**src/rtl/mips150_ctrl_pipe.sv**
```systemverilog
// MIPS150 pipelined control: D-stage decode, X/M control registers, forwarding
// selects, load-use stall, control-flow flush and illegal-instruction counting.

module ALUdec (
   input  logic [5:0] funct,
   input  logic [5:0] opcode,
   output logic [3:0] alu_op
);
   always_comb begin
      alu_op = 4'd0;
      case (opcode)
         6'b000000:
            case (funct)
               6'b000000, 6'b000100: alu_op = 4'd8;   // SLL, SLLV
               6'b000011, 6'b000111: alu_op = 4'd9;   // SRA, SRAV
               6'b000010, 6'b000110: alu_op = 4'd10;  // SRL, SRLV
               6'b100011:            alu_op = 4'd1;
               6'b100100:            alu_op = 4'd4;
               6'b100101:            alu_op = 4'd5;
               6'b100110:            alu_op = 4'd6;
               6'b100111:            alu_op = 4'd11;
               6'b101010:            alu_op = 4'd2;
               6'b101011:            alu_op = 4'd3;
               default:              alu_op = 4'd0;
            endcase
         6'b001010: alu_op = 4'd2;
         6'b001011: alu_op = 4'd3;
         6'b001100: alu_op = 4'd4;
         6'b001101: alu_op = 4'd5;
         6'b001110: alu_op = 4'd6;
         6'b001111: alu_op = 4'd7;
         default:   alu_op = 4'd0;
      endcase
   end
endmodule

module mips150_ctrl_pipe #(
   parameter bit LOAD_USE_STALL    = 1'b1,
   parameter bit BRANCH_DELAY_SLOT = 1'b1,
   parameter int CNT_WIDTH         = 16
) (
   input  logic                 clk,
   input  logic                 rst,
   input  logic [31:0]          instr_d,
   input  logic                 valid_d,
   input  logic                 stall_ext,
   input  logic                 branch_taken_x,
   output logic                 x_valid,
   output logic [3:0]           x_alu_op,
   output logic                 x_alu_src,
   output logic                 x_sign_ext,
   output logic                 x_shamt_sel,
   output logic [2:0]           x_br_ctrl,
   output logic                 x_branch,
   output logic                 x_jump,
   output logic                 x_jr,
   output logic [1:0]           fwd_a_x,
   output logic [1:0]           fwd_b_x,
   output logic                 m_valid,
   output logic                 m_reg_write,
   output logic                 m_mem_to_reg,
   output logic                 m_link,
   output logic [1:0]           m_mem_write,
   output logic [2:0]           m_load_mask,
   output logic [4:0]           m_dest,
   output logic                 stall_d,
   output logic                 flush_d,
   output logic [CNT_WIDTH-1:0] illegal_cnt
);
   typedef struct packed {
      logic [3:0] alu_op;
      logic       alu_src, sign_ext, shamt_sel;
      logic [2:0] br_ctrl;
      logic       branch, jump, jr;
      logic       reg_write, mem_to_reg, link;
      logic [1:0] mem_write;
      logic [2:0] load_mask;
      logic [4:0] dest;
   } xctl_t;

   typedef struct packed {
      logic       reg_write, mem_to_reg, link;
      logic [1:0] mem_write;
      logic [2:0] load_mask;
      logic [4:0] dest;
   } mctl_t;

   logic [5:0] op, funct;
   logic [4:0] rs, rt, rd;
   logic       unused_shamt;
   assign op     = instr_d[31:26];
   assign rs     = instr_d[25:21];
   assign rt     = instr_d[20:16];
   assign rd     = instr_d[15:11];
   assign funct  = instr_d[5:0];
   assign unused_shamt = ^instr_d[10:6];

   logic [3:0] alu_op_d;
   ALUdec u_aludec (.funct(funct), .opcode(op), .alu_op(alu_op_d));

   xctl_t dec, x_q;
   mctl_t m_q;
   logic  legal, rd_rs, rd_rt;

   always_comb begin
      dec        = '0;
      dec.alu_op = alu_op_d;
      legal      = 1'b1;
      rd_rs      = 1'b1;
      rd_rt      = 1'b0;
      case (op)
         6'b000000: begin
            dec.dest      = rd;
            dec.reg_write = 1'b1;
            rd_rt         = 1'b1;
            case (funct)
               6'b000000, 6'b000010, 6'b000011: rd_rs = 1'b0;
               6'b000100, 6'b000110, 6'b000111: dec.shamt_sel = 1'b1;
               6'b001000: begin
                  dec.jr = 1'b1; dec.reg_write = 1'b0; dec.dest = '0; rd_rt = 1'b0;
               end
               6'b001001: begin
                  dec.jr = 1'b1; dec.link = 1'b1; rd_rt = 1'b0;
               end
               6'b100001, 6'b100011, 6'b100100, 6'b100101,
               6'b100110, 6'b100111, 6'b101010, 6'b101011: begin end
               default: legal = 1'b0;
            endcase
         end
         6'b000001: begin
            dec.branch = 1'b1; dec.sign_ext = 1'b1;
            case (rt)
               5'b00000: dec.br_ctrl = 3'b100;
               5'b00001: dec.br_ctrl = 3'b101;
               default:  legal = 1'b0;
            endcase
         end
         6'b000010: begin dec.jump = 1'b1; rd_rs = 1'b0; end
         6'b000011: begin
            dec.jump = 1'b1; dec.link = 1'b1; dec.reg_write = 1'b1;
            dec.dest = 5'd31; rd_rs = 1'b0;
         end
         // BEQ/BNE/BLEZ/BGTZ: low opcode bits are the compare kind
         6'b000100, 6'b000101, 6'b000110, 6'b000111: begin
            dec.branch = 1'b1; dec.sign_ext = 1'b1;
            dec.br_ctrl = {1'b0, op[1:0]};
            rd_rt = ~op[1];
         end
         6'b001001, 6'b001010, 6'b001011, 6'b001100,
         6'b001101, 6'b001110, 6'b001111: begin
            dec.alu_src = 1'b1; dec.sign_ext = ~op[2];
            dec.reg_write = 1'b1; dec.dest = rt;
            rd_rs = (op != 6'b001111);
         end
         6'b100000, 6'b100001, 6'b100011, 6'b100100, 6'b100101: begin
            dec.alu_src = 1'b1; dec.sign_ext = 1'b1;
            dec.reg_write = 1'b1; dec.mem_to_reg = 1'b1; dec.dest = rt;
            case (op[2:0])
               3'b000:  dec.load_mask = 3'b000;
               3'b001:  dec.load_mask = 3'b001;
               3'b011:  dec.load_mask = 3'b010;
               3'b100:  dec.load_mask = 3'b011;
               default: dec.load_mask = 3'b100;
            endcase
         end
         6'b101000, 6'b101001, 6'b101011: begin
            dec.alu_src = 1'b1; dec.sign_ext = 1'b1; rd_rt = 1'b1;
            dec.mem_write = (op[1:0] == 2'b00) ? 2'b01 :
                            (op[1:0] == 2'b01) ? 2'b10 : 2'b11;
         end
         default: legal = 1'b0;
      endcase
      if (!legal) begin
         dec = '0; rd_rs = 1'b0; rd_rt = 1'b0;
      end
   end

   logic d_live, load_use, flush, fwd_src;
   assign d_live   = valid_d & legal;
   assign load_use = LOAD_USE_STALL & x_valid & x_q.mem_to_reg & (|x_q.dest) & d_live &
                     ((rd_rs & (rs == x_q.dest)) | (rd_rt & (rt == x_q.dest)));
   assign flush    = ~BRANCH_DELAY_SLOT & x_valid &
                     ((x_q.branch & branch_taken_x) | x_q.jump | x_q.jr);
   // Current X is the producer that becomes M as the D instruction enters X
   assign fwd_src  = x_valid & x_q.reg_write & (|x_q.dest);

   assign stall_d = ~rst & (stall_ext | (load_use & ~flush));
   assign flush_d = ~rst & ~stall_ext & flush;

   always_ff @(posedge clk) begin
      if (rst) begin
         x_q         <= '0;
         x_valid     <= 1'b0;
         fwd_a_x     <= 2'b00;
         fwd_b_x     <= 2'b00;
         m_q         <= '0;
         m_valid     <= 1'b0;
         illegal_cnt <= '0;
      end else if (!stall_ext) begin
         m_q     <= '{x_q.reg_write, x_q.mem_to_reg, x_q.link, x_q.mem_write,
                      x_q.load_mask, x_q.dest};
         m_valid <= x_valid;
         if (flush || load_use || !d_live) begin
            x_q     <= '0;
            x_valid <= 1'b0;
            fwd_a_x <= 2'b00;
            fwd_b_x <= 2'b00;
         end else begin
            x_q     <= dec;
            x_valid <= 1'b1;
            fwd_a_x <= {1'b0, fwd_src & (rs == x_q.dest)};
            fwd_b_x <= {1'b0, fwd_src & (rt == x_q.dest)};
         end
         if (!flush && valid_d && !legal && !(&illegal_cnt))
            illegal_cnt <= illegal_cnt + 1'b1;
      end
   end

   assign x_alu_op     = x_q.alu_op;
   assign x_alu_src    = x_q.alu_src;
   assign x_sign_ext   = x_q.sign_ext;
   assign x_shamt_sel  = x_q.shamt_sel;
   assign x_br_ctrl    = x_q.br_ctrl;
   assign x_branch     = x_q.branch;
   assign x_jump       = x_q.jump;
   assign x_jr         = x_q.jr;
   assign m_reg_write  = m_q.reg_write;
   assign m_mem_to_reg = m_q.mem_to_reg;
   assign m_link       = m_q.link;
   assign m_mem_write  = m_q.mem_write;
   assign m_load_mask  = m_q.load_mask;
   assign m_dest       = m_q.dest;
endmodule

```
**config.mk**
```make
export PLATFORM = sky130hd
export DESIGN_NAME = mips150_ctrl_pipe
export DESIGN_NICKNAME = d
export VERILOG_FILES = /design/src/rtl/mips150_ctrl_pipe.sv
export SDC_FILE = /design/constraint.sdc
export NUM_CORES = 1
export LEC_CHECK = 0
export CORE_ASPECT_RATIO = 1.5
export CORE_MARGIN = 2
export CORE_UTILIZATION = 25
export DETAILED_ROUTE_END_ITERATION = 16
export PLACE_DENSITY = 0.5
export SYNTH_ARGS = -nofsm -noshare
export SYNTH_HDL_FRONTEND = slang
export SYNTH_SLANG_ARGS = --single-unit
```
**constraint.sdc**
```tcl
create_clock -name clk -period 4.4 [get_ports clk]
set_clock_uncertainty 0.1 [all_clocks]
set_input_delay 0.88 -clock clk [delete_from_list [all_inputs] [get_ports clk]]
set_output_delay 0.88 -clock clk [all_outputs]
set_load 0.02 [all_outputs]
```
* Word-level counts from Yosys, hierarchy flattened *
Memory sizes are Yosys's and may differ from the RTL's.
Index checks and enable logic that the tools add are counted.

operators by class
  reduce and logical (&&, ||, !) cells = 29
  $mul = 0
  divide/modulo/power cells = 0
  add/subtract/negate cells = 1
  order comparisons = 0
  bitwise gates (word level) = 18
  shifts and indexed selects = 0
  eq/ne operators = 45
  multiplexer cells = 36

operators by type and width
  cell                                                             count
  6-bit == test, second input constant                             16
  6-bit by 4-bit == test with 1-bit output, second input constant  9
  26-bit two-way mux                                               2
  6-bit by 3-bit == test with 1-bit output, second input constant  7
  4-bit case mux with 7 select lines                               1
  13-bit OR reduction                                              2
  6-bit by 2-bit == test with 1-bit output, second input constant  4
  21-bit OR reduction                                              1
  1-bit two-way mux                                                19
  16-bit by 1-bit adder with 16-bit output, second input constant  1
  16-bit AND reduction                                             1
  16-bit OR reduction                                              1
  5-bit case mux with 3 select lines                               1
  15-bit OR reduction                                              1
  1-bit AND                                                        12
  6-bit logical NOT                                                2
  3-bit case mux with 4 select lines                               1
  12-bit OR reduction                                              1
  5-bit == test                                                    2
  5-bit OR reduction                                               2
  1-bit case mux with 3 select lines                               3
  3-bit OR reduction                                               3
  4-bit case mux with 2 select lines                               1
  7-bit OR reduction                                               1
  23 further kinds                                                 35

word-level totals
  register bits after elaboration = 61
  memories = 1
  latch bits = 0
  input port bits = 37
  logic and storage cells = 155
  bits in writable memories = 0
  memory bits (read-only) = 256

memory list
  memory            words  width  rd ports  clocked after Yosys merged registers in  write ports  RTL line  RTL
  (name not given)  64     4      1         0                                        0            13        case (funct)

* Longest topological paths before layout *
  depth in word-level cells = 10
  mapped depth = 9
  depth with buffers taken out = 7

* Cells and area by module *
From an unflattened synthesis, not the netlist that was laid out.

unflattened totals
  cell total of the unflattened synthesis = 381
  area total of the unflattened synthesis = 3255.6 um2

modules (own cells, without submodules)
  module             area each (um2)  instances  cells each  seq. area each (um2)
  mips150_ctrl_pipe  3100.5           1          361         1181.1
  ALUdec             155.1            1          20          0.0

* Worst setup path after synthesis *
OpenSTA, ideal clock, no wires.

  path kind = input -> output
  start point = in instr_d[29]
  end point = out stall_d
  slack = 686 ps
  required time = 3420 ps
  cell stages on the path = 6
  buffers on the path = 1
  arrival = 2734 ps
  cells stage by stage = buf_6 > or4b_1 > a31o_1 > a2111o_1 > o31a_1 > o41ai_2

on the way
  longest elaborated chain between the ends = 9
  elaborated cells between the ends (all ways) = 42
  those cells by class = eq/ne: 23; mux: 5; bitwise: 8; reduce/logical: 6

RTL lines
  element                                                RTL line  RTL
  start, declared                                        44        input logic [31:0] instr_d,
  6-bit == test (tied with other cells)                  111       case (op)
  21-bit OR reduction (no line) (tied with other cells)  -
  1-bit case mux with 3 select lines                     111
  1-bit two-way mux                                      173       if (!legal) begin
  1-bit AND                                              181       ((rd_rs & (rs == x_q.dest)) | (rd_rt & (rt == x_q.dest)));
  1-bit bitwise OR                                       181
  1-bit AND (*)                                          180       assign load_use = LOAD_USE_STALL & x_valid & x_q.mem_to_reg & (|x_q.dest) & d_live &
  1-bit bitwise OR (*)                                   187       assign stall_d = ~rst & (stall_ext | (load_use & ~flush));
  1-bit AND (*)                                          187
  end, declared                                          66        output logic stall_d,

Mark *: on every way between the ends. The rest lies on a longest branch, timed or not.

* Worst setup path in the final report *
Same ends and word-level chain as after synthesis.

==> flow_summary.html <==
<table>
<tr><th>Metric</th><th>Value</th></tr>
<tr><th colspan="2">Drt</th></tr>
<tr><td>DR iter-0 viols</td><td>around 160</td></tr>
<tr><td>Total wire length</td><td>between 9 and 10 mm</td></tr>
<tr><td>Number of search-and-repair iterations in the first detailed-routing pass</td><td>4</td></tr>
<tr><td>Average via count per standard cell</td><td>~4.9</td></tr>
<tr><td>Vias after detailed routing</td><td>3074</td></tr>
<tr><td>Highest layer used for signal routing</td><td>met4</td></tr>
<tr><td>Met2 WL post-DR</td><td>4.931 mm</td></tr>
<tr><td>Length of routed met3 wiring</td><td>about 570 um</td></tr>
<tr><td>Remaining design rule violation count</td><td>0</td></tr>
<tr><td>Antenna Nets Post-Route</td><td>0</td></tr>
<tr><td>Post-route met1 wirelength</td><td>about 3.8 mm</td></tr>
<tr><td>Wirelength per Cell</td><td>15.29 um</td></tr>
<tr><th colspan="2">Floorplan</th></tr>
<tr><td>Site row count</td><td>50</td></tr>
<tr><td>Initial core utilization</td><td>0.2536</td></tr>
<tr><td>I/O pin count</td><td>between 80 and 90</td></tr>
<tr><td>Core region area</td><td>12320 um^2</td></tr>
<tr><td>Y dimension of the die</td><td>about 140 um</td></tr>
<tr><td>Die ar.</td><td>between 10000 and 15000 um^2</td></tr>
<tr><td>Width of the chip</td><td>roughly 95 um</td></tr>
<tr><th colspan="2">Power and ir drop</th></tr>
<tr><td>Leakage component of the power</td><td>1.624 nW</td></tr>
<tr><td>Total power</td><td>0.001401 W</td></tr>
<tr><td>Max IR drop VDD</td><td>roughly 230 uV</td></tr>
<tr><td>Power per unit of standard cell area</td><td>about 320 nW/um^2</td></tr>
<tr><th colspan="2">Timing</th></tr>
<tr><td>Post-route clock period utilization</td><td>0.9630</td></tr>
<tr><td>Final hold slack</td><td>between 0.3 and 0.4 ns</td></tr>
<tr><td>Setup repair after global routing missed its margin</td><td>no</td></tr>
<tr><td>Min Tclk post-route</td><td>4.237 ns</td></tr>
<tr><td>Max frequency</td><td>roughly 240 MHz</td></tr>
<tr><td>Number of slew-limit violations in the final report</td><td>0</td></tr>
<tr><td>Worst setup margin</td><td>approximately 0.16 ns</td></tr>
<tr><td>Headroom to the max-slew limit</td><td>0.4840</td></tr>
<tr><td>Hold Fails Final Rpt</td><td>0</td></tr>
<tr><td>Final setup vio count</td><td>0</td></tr>
<tr><td>Actual slew at the worst max-slew pin</td><td>~0.77 ns</td></tr>
<tr><th colspan="2">Placement</th></tr>
<tr><td>Port Buffer Count</td><td>77</td></tr>
<tr><td>Placed cells</td><td>a little over 600</td></tr>
<tr><td>Final RePlAce weighted congestion</td><td>roughly 0.85</td></tr>
<tr><td>Hpwl dp</td><td>between 7 and 8 mm</td></tr>
<tr><td>Post-place instance area</td><td>a little over 4000 um^2</td></tr>
<tr><td>Setup WS pre-CTS</td><td>-0.1496 ns</td></tr>
<tr><th colspan="2">Hold path</th></tr>
<tr><td>Type of the worst min-delay path</td><td>reg2reg</td></tr>
<tr><th colspan="2">Logic synthesis</th></tr>
<tr><td>Asr flop ratio synth</td><td>0</td></tr>
<tr><td>Average cell area after synthesis</td><td>8.269 um^2</td></tr>
<tr><td>Commonest cells in the netlist</td><td>dfxtp_1, nand2_1, nor2_1</td></tr>
<tr><td>Number of instances in the synthesized netlist</td><td>378</td></tr>
<tr><td>Distinct cell type count after synthesis</td><td>63</td></tr>
<tr><td>Main flop type after synthesis</td><td>dfxtp_1</td></tr>
<tr><td>Sequential cell area fraction in the yosys report</td><td>0.3779</td></tr>
<tr><td>Area share of the leading cell type in the synthesized netlist</td><td>0.3779</td></tr>
<tr><td>Mapped Area</td><td>between 3000 and 4000 um^2</td></tr>
<tr><td>Number of flops mapped to enable cells by yosys</td><td>0</td></tr>
<tr><td>Count of state elements after synthesis</td><td>59</td></tr>
<tr><td>Synth area leaders</td><td>dfxtp_1, nand2_1, mux2i_1</td></tr>
<tr><td>Synth area leader</td><td>dfxtp_1</td></tr>
<tr><td>Leading cell type by number of instances after synthesis</td><td>dfxtp_1</td></tr>
<tr><td>Yosys warns</td><td>0</td></tr>
<tr><th colspan="2">CTS</th></tr>
<tr><td>Htree depth</td><td>3</td></tr>
<tr><td>Clock Tree Buf Depth</td><td>2</td></tr>
<tr><td>Number of buffers created by CTS</td><td>9</td></tr>
<tr><td>Number of sinks handled by clock tree synthesis</td><td>59</td></tr>
<tr><td>Post-CTS setup-driven buffer insertion count</td><td>0</td></tr>
<tr><td>Clock network latency to the later pin of the worst-skew pair</td><td>~0.33 ns</td></tr>
<tr><td>Clock tree root buffer cell</td><td>clkbuf_16</td></tr>
<tr><td>TritonCTS clock tree</td><td>done</td></tr>
<tr><td>Count of hold buffers inserted by post-cts repair</td><td>0</td></tr>
<tr><td>Clock-pin transition on the worst setup and hold timing paths</td><td>0.05 ns</td></tr>
<tr><th colspan="2">Critical path</th></tr>
<tr><td>Critical Path AT</td><td>between 3 and 4 ns</td></tr>
<tr><td>Critical Path Source Type</td><td>input pin</td></tr>
<tr><td>Critical path's largest stage delay</td><td>0.46 ns</td></tr>
<tr><td>Highest fanout seen on the critical path</td><td>17</td></tr>
<tr><td>Chain of cells forming the critical path</td><td>clkdlybuf4s50_1, buf_4, nor4_4, o211ai_1, a2111o_1, o31a_1, o41ai_2, dlygate4sd1_1</td></tr>
<tr><td>Crit path capture type</td><td>primary output</td></tr>
<tr><td>Critical Path RT</td><td>approximately 3.4 ns</td></tr>
<tr><td>Category of the critical setup timing path</td><td>in2out</td></tr>
<tr><td>Slowest stage cell on the critical path</td><td>clkdlybuf4s50_1</td></tr>
<tr><th colspan="2">Cells and area</th></tr>
<tr><td>Non-Filler Cell Area, Final</td><td>approximately 4400 um^2</td></tr>
<tr><td>Post-layout net count</td><td>between 500 and 600</td></tr>
<tr><td>Fraction of layout instances using a drive strength above 1</td><td>0.1242</td></tr>
<tr><td>P&amp;R area growth vs syn</td><td>42.11%</td></tr>
<tr><td>Largest reg by FF count</td><td>illegal_cnt</td></tr>
<tr><td>Largest register FFs</td><td>16</td></tr>
<tr><td>Finished Layout Cells</td><td>between 600 and 700</td></tr>
<tr><td>Antenna diode count</td><td>0</td></tr>
<tr><th colspan="2">GRT</th></tr>
<tr><td>Pin count of the biggest net entering global routing</td><td>41</td></tr>
<tr><td>Global-route wire length before repair</td><td>between 15 and 20 mm</td></tr>
<tr><td>Combined global-route utilization of all metal layers</td><td>0.1492</td></tr>
<tr><td>Via count of the first global-routing pass</td><td>around 3000</td></tr>
<tr><td>Aggregate global routing overflow</td><td>0</td></tr>
<tr><td>Number of antenna violations at the first check in global routing</td><td>0</td></tr>
<tr><th colspan="2">Flow run</th></tr>
<tr><td>Total of max-cap violations</td><td>0</td></tr>
<tr><th colspan="2">Run status</th></tr>
<tr><td>Run status</td><td>finished, final reports clean</td></tr>
</table>
## cell families after synthesis
| kind of cell | after synthesis | share of synthesized area |
|---|---|---|
| muxes | 18 | 0.05885 |
| buffers and inverters | 42 | 0.06926 |
| AOI/OAI and AO/OA | 95 | 0.2126 |
| xor gates and xnor gates | 13 | 0.03643 |
| DFF | 59 | 0.3779 |
| and+or+nand+nor | 149 | 0.2398 |
| adders and majority gates | 1 | 0.004003 |
| other | 1 | 0.001200 |
## metrics by stage
stage                 util  setup TNS (ns)
finish              0.3604               0
global placement    0.3359         -0.1525
CTS                 0.3604               0
detailed placement  0.3359         -0.1496
floorplan                -               0
global route        0.3604               0
## routing by layer
layer / vias up / track usage
met5: - / 0
met2: 75 / 0.2565
li1: 1522 / -
met4: 0 / 0.06102
met3: 18 / 0.04543
met1: 1459 / 0.1683
## critical path: cells and delay by family
kind / cells / cell delay, ns
buffers and inverters: 3 / 1.05
AOI/OAI and AO/OA: 4 / 1.02
and+or+nand+nor: 1 / 0.30
## timing repair
item | 4_1_cts | 5_1_grt
endpoints found under the hold margin | 0 | 0
gates resized for setup | 1 | 2
endpoints found under the setup margin | 1 | 1
## cells in the final DEF, fill, tap and decap left out, drive strengths merged, types with 3 or more instances in the layout
master	instances
a22o	6
nor2	39
xnor2	10
a31o	6
a21oi	15
nand3	10
and2	3
clkbuf	11
mux2i	15
dfxtp	59
inv	6
o211ai	4
o21ai	31
nor2b	5
nor4	4
or2	3
nand2b	8
and3	8
or3	8
buf	31
conb	3
nor3	5
a32oi	4
a221oi	6
clkdlybuf4s50	76
nand4	4
xor2	3
nand2	42
mux2	3
## worst paths after layout
check        depth (start not counted)                     to                   from  slack [ns]
max                                  8                stall_d            instr_d[29]        0.16
min                                  2  x_branch$_SDFFE_PP0N_  x_branch$_SDFFE_PP0N_        0.34
max reg2reg                          7   x_q[12]$_SDFFE_PP0N_    x_q[0]$_SDFFE_PP0N_        1.89
min reg2reg                          2  x_branch$_SDFFE_PP0N_  x_branch$_SDFFE_PP0N_        0.34
## layout make-up
type,count,area [um^2]
multi-input combinational,279,1738
sequential,59,1181
fill,1302,7883
timing repair buffer,108,1002
tap,156,195.2
clock buffer,11,252.7
inverter,6,22.52
clock inverter,4,50.05
## power by group
group | switching (W) | internal, W
clock | 0.000242 | 0.000464
sequential | 0.00000408 | 0.000539
combinational | 0.0000812 | 0.0000717
total | 0.000327 | 0.00107
Power figures use the tool's default switching activity.
